## config.mk

```make
export PLATFORM = sky130hd
export DESIGN_NAME = bcd_updown_counter
export DESIGN_NICKNAME = d
export VERILOG_FILES = /design/src/rtl/bcd_pkg.sv /design/src/rtl/bcd_digit_cell.sv /design/src/rtl/bcd_updown_counter.sv
export SDC_FILE = /design/constraint.sdc
export NUM_CORES = 1
export LEC_CHECK = 0
export ABC_AREA = 0
export BUFFER_PORTS_ARGS = -buffer_cell sky130_fd_sc_hd__buf_2
export CAP_MARGIN = 20
export CORE_MARGIN = 2
export CORE_UTILIZATION = 40
export CTS_BUF_LIST = sky130_fd_sc_hd__clkbuf_4
export CTS_CLUSTER_SIZE = 12
export DETAILED_ROUTE_END_ITERATION = 16
export HOLD_SLACK_MARGIN = 0.12
export MAX_ROUTING_LAYER = met4
export PLACE_DENSITY = 0.65
export SLEW_MARGIN = 40
export SYNTH_ARGS = -nofsm -noshare
export SYNTH_HDL_FRONTEND = slang
export SYNTH_SLANG_ARGS = --single-unit
```

## constraint.sdc

```tcl
create_clock -name clk -period 3 [get_ports clk]
set_clock_uncertainty 0.05 [all_clocks]
set_input_delay 0.6 -clock clk [delete_from_list [all_inputs] [get_ports clk]]
set_output_delay 0.6 -clock clk [all_outputs]
set_load 0.1 [all_outputs]
```

## src/rtl/bcd_pkg.sv

```systemverilog
// Shared definitions for the multi-digit BCD up/down counter:
// digit limits, the digit type and a validity check used on parallel loads.
package bcd_pkg;

    localparam logic [3:0] BCD_MAX = 4'd9;
    localparam logic [3:0] BCD_MIN = 4'd0;

    typedef logic [3:0] bcd_digit_t;

    // True when the nibble is a legal decimal digit (0..9).
    function automatic logic is_bcd(input bcd_digit_t digit);
        return (digit <= BCD_MAX);
    endfunction

endpackage

```

## src/rtl/bcd_digit_cell.sv

```systemverilog
// One decade of the BCD counter. Purely combinational: given the current
// digit, a step request and the direction, it produces the digit's next
// value and a carry (counting up) or borrow (counting down) for the next decade.
module bcd_digit_cell
    import bcd_pkg::*;
(
    input  logic       step_in,
    input  logic       up,
    input  bcd_digit_t digit,
    output bcd_digit_t next_digit,
    output logic       carry_out
);

    // Increment/decrement with decimal roll-over; the carry only ripples on a step.
    always_comb begin
        next_digit = digit;
        carry_out  = 1'b0;
        if (step_in) begin
            if (up) begin
                if (digit >= BCD_MAX) begin
                    next_digit = BCD_MIN;
                    carry_out  = 1'b1;
                end else begin
                    next_digit = digit + 4'd1;
                end
            end else begin
                if (digit == BCD_MIN) begin
                    next_digit = BCD_MAX;
                    carry_out  = 1'b1;
                end else begin
                    next_digit = digit - 4'd1;
                end
            end
        end
    end

endmodule

```

## src/rtl/bcd_updown_counter.sv

```systemverilog
// Parametrised multi-digit BCD up/down counter with step prescaler,
// validated parallel load, terminal-count pulse and load-error pulse.
// Optional build macro BCD_SATURATE_EN: when defined the count holds at
// all-9s (up) or zero (down) instead of wrapping, pulsing tc on every
// step attempt at the limit.
module bcd_updown_counter
    import bcd_pkg::*;
#(
    parameter int DIGITS   = 2,
    parameter int TICK_DIV = 1
) (
    input  logic                clk,
    input  logic                rst,
    input  logic                en,
    input  logic                up,
    input  logic                load,
    input  logic [4*DIGITS-1:0] load_val,
    output logic [4*DIGITS-1:0] count,
    output logic                tc,
    output logic                load_err
);

    localparam int PW = (TICK_DIV > 1) ? $clog2(TICK_DIV) : 1;
    localparam logic [PW-1:0] PRESC_LAST = PW'(TICK_DIV - 1);

    logic [4*DIGITS-1:0] r_count;
    logic [PW-1:0]       r_presc;
    logic                r_tc;
    logic                r_loadErr;

    logic                w_step;
    logic                w_loadOk;
    logic [DIGITS:0]     w_carry;
    logic [4*DIGITS-1:0] w_next;

    assign w_step     = en && (r_presc == PRESC_LAST);
    assign w_carry[0] = w_step;

    // Ripple the step through the decades; the final carry marks a wrap.
    for (genvar i = 0; i < DIGITS; i++) begin : g_digit
        bcd_digit_cell u_cell (
            .step_in    (w_carry[i]),
            .up         (up),
            .digit      (r_count[4*i +: 4]),
            .next_digit (w_next[4*i +: 4]),
            .carry_out  (w_carry[i+1])
        );
    end

    // A load is accepted only if every nibble is a decimal digit.
    always_comb begin
        w_loadOk = 1'b1;
        for (int i = 0; i < DIGITS; i++) begin
            if (!is_bcd(load_val[4*i +: 4])) begin
                w_loadOk = 1'b0;
            end
        end
    end

    // Count register, prescaler and pulse flags; load beats step beats hold.
    always_ff @(posedge clk or negedge rst) begin
        if (!rst) begin
            r_count   <= '0;
            r_presc   <= '0;
            r_tc      <= 1'b0;
            r_loadErr <= 1'b0;
        end else begin
            r_tc      <= 1'b0;
            r_loadErr <= 1'b0;
            if (load) begin
                if (w_loadOk) begin
                    r_count <= load_val;
                    r_presc <= '0;
                end else begin
                    r_loadErr <= 1'b1;
                end
            end else if (en) begin
                if (w_step) begin
                    r_presc <= '0;
`ifdef BCD_SATURATE_EN
                    if (w_carry[DIGITS]) begin
                        r_tc <= 1'b1;
                    end else begin
                        r_count <= w_next;
                    end
`else
                    r_count <= w_next;
                    r_tc    <= w_carry[DIGITS];
`endif
                end else begin
                    r_presc <= r_presc + 1'b1;
                end
            end
        end
    end

    assign count    = r_count;
    assign tc       = r_tc;
    assign load_err = r_loadErr;

endmodule

```

==> impl_metrics.yaml <==
critical_path:
  r2r_start: "count[0]$_DFFE_PN0P_"
  start_kind: "flop"
  cp_data_arrival_time_ns: 2.20
  ff2ff_path_depth: 6
  critPathLaunch: "count[0]$_DFFE_PN0P_"
  reg2reg_slack_ns: 0.93
  path_max_fanout: 10
  crit_path_end_kind: "flop"
  crit_required_ns: 3.13
  r2r-end: "count[6]$_DFFE_PN0P_"
  endpoint: "count[6]$_DFFE_PN0P_"
  path_class: "reg -> reg"
yosys:
  synthArstFlopShare: 1.00
  synth_top_family_by_area: "compound AO/OA/AOI/OAI gates"
  synthMuxAreaShare: 0.0189
  yosysTopAreaCell: "dfrtp_1"
  synth_area_leaders: "dfrtp_1 26%, ha_1 8.3%, nor2_1 4.6%"
  synth_warnings: 0
  synth_area_um2: 1060
  synth-edff-count: 0
  yosys.area_share.simple: 0.243
  synth_xor_area_frac: 0
  synthCells: 126
  yosysUniqueCellTypes: 45
  synth-seq-cells: 11
  ys_seq_area_frac: 0.260
  synth_compound_area_frac: 0.302
  avgSynthCellArea_um2: 8.41
  dominantRegCellSynth: "dfrtp_1"
  syn_nets: 146
  synth_fa_ha_area_frac: 0.0826
  synth_top_area_share: 0.260
global_route:
  grt_pass1_wl_um: 4400
  antenna_found_initial: 0
  grt.overflow.total: 0
  grt_pass1_vias: 974
  grt_max_degree: 23
  gr-usage-all-layers: 0.182
floorplan:
  core.rowCount: 18
  dieWidth_um: 55.5
  start_util: 0.424
  die_h_um: 55.5
  ios: 23
  die_area_um2: 3080
  placeableCoreArea_um2: 2500
pwr:
  p_sw_uw: 532
  p_clk_frac: 0.130
  p_int_uw: 387
  p_seq_frac: 0.269
  switching_share: 0.579
  p_per_area_nw_per_um2: 781
  combPwrFrac: 0.601
  peakVddDrop_mv: 0.520
  power_leakage_uw: 0.000544
timing:
  fmax_mhz: 483
  layout_min_cycle_time_ns: 2.07
  finalMaxSlewViolations: 0
  worst_pin_slew_ns: 0.487
  hold_viol_final: 0
  rsz0062_at_grt: "no"
  period_share: 0.690
  fin_ws_ns: 0.930
  setup_tns_ns: 0
  setup_viol: 0
  relSlewSlack: 0.678
job:
  cap_violations: 0
clocking:
  clkSinkCount: 11
  cts.htree.levels: 1
  clkTransAtPathRegs_ns: 0.08
  clockBufferDepth: 2
  clockRootBuffer: "clkbuf_4"
  ctsResizeCount: 0
  post_cts_buffers: 0
  insertion_delay_ns: 0.27
  tritoncts: "built"
  cts_buffers: 3
  hold_buffers: 0
hold_path:
  worstHoldPathType: "in -> async"
place:
  gp_congestion: 0.831
  hpwl_um: 1870
  dp_slack_ns: 0.930
  portBuffers: 22
layout:
  drive_gt1_frac: 0.257
  layout_commonest_cell: "buf_2"
  final_cell_mix: "22 x buf_2, 13 x nor2_1, 11 x nand2_1, 11 x dfrtp_1"
  syn2layout_area_growth_pct: 11.0
  regArea_um2: 275
  n_antenna_cell: 0
  final_nets: 165
  nFillCells: 256
  multi_input_area_um2: 686
route:
  drc: 0
  dr.first_iter.drc_count: 32
  antenna_left: 0
  wl_per_cell_um: 14.6
  wl_um: 2540
  via_per_inst: 5.84
  firstDrtPassIters: 4
  vias: 1016
status:
  outcome: "complete, no violations"
kinds of logic (layout without fill, tap and decap cells):
| kind of cell | after synthesis | after routing |
|---|---|---|
| AOI/OAI and AO/OA | 45 | 45 |
| adders and majority gates | 7 | 7 |
| buffers and inverters | 18 | 36 |
| DFF | 11 | 11 |
| muxes | 2 | 2 |
| and+or+nand+nor | 43 | 43 |
per-layer routing:
metal / vias to the layer above / share of wire / track usage
li1: 494 / - / -
met1: 482 / 0.44 / 0.220
met2: 33 / 0.48 / 0.294
met3: 7 / 0.061 / 0.0398
met4: 0 / 0.019 / 0.0697
met5: - / 0 / -
worst min-delay path by stage:
stage	end	cells after the start	start	slack (ns)
2_1_floorplan	count[0]$_DFFE_PN0P_	0	rst	0.25
3_3_place_gp	count[2]$_DFFE_PN0P_	1	rst	0.44
3_5_place_dp	count[2]$_DFFE_PN0P_	1	rst	0.44
4_1_cts	tc$_DFF_PN0_	1	rst	0.14
5_1_grt	tc$_DFF_PN0_	1	rst	0.14
6_report	tc$_DFF_PN0_	1	rst	0.13
critical path: stages, from the launching register on:
cell and delay [ns]:
dfrtp_1 0.50, inv_1 0.12, ha_1 0.27, or3b_4 0.44
nor3_4 0.15, o31ai_2 0.12, a211o_1 0.31
stage by stage:
step,utilization,area (µm²),cells,total power (µW),hold slack (ns)
floorplan,-,1060,126,706,0.254
CTS,0.470,1180,174,918,0.138
finish,0.470,1180,174,919,0.125
global route,0.470,1180,174,973,0.143
global placement,0.458,1150,170,790,0.440
detailed placement,0.458,1150,170,797,0.443
flip-flops by register name, summed over array words and instances (netlist names):
signal    count
count         8
load_err      1
r_presc       1
tc            1
Yosys cell counts (3+ instances only):
cell     instances
a21oi_1          9
o21ai_0          8
dfrtp_1         11
ha_1             7
a31oi_1          5
o22ai_1          5
buf_2            4
nor3_1           3
inv_1            9
nand2_1         11
nor2_1          13
o21ai_1          3
final cells by class:
class	instances	area share
sequential	11	0.234
timing repair buffer	22	0.0936
inverter	10	0.0319
multi-input combinational	97	0.583
clock buffer	4	0.0255
tap	30	0.0319
power by group through the flow:
stage | Clock [µW] | Sequential (µW) | Combinational (µW)
2_1_floorplan | 0 | 432 | 274
3_3_place_gp | 0 | 247 | 543
3_5_place_dp | 0 | 249 | 548
4_1_cts | 120 | 246 | 551
5_1_grt | 125 | 255 | 594
6_report | 119 | 247 | 552
Power figures use the tool's default switching activity.
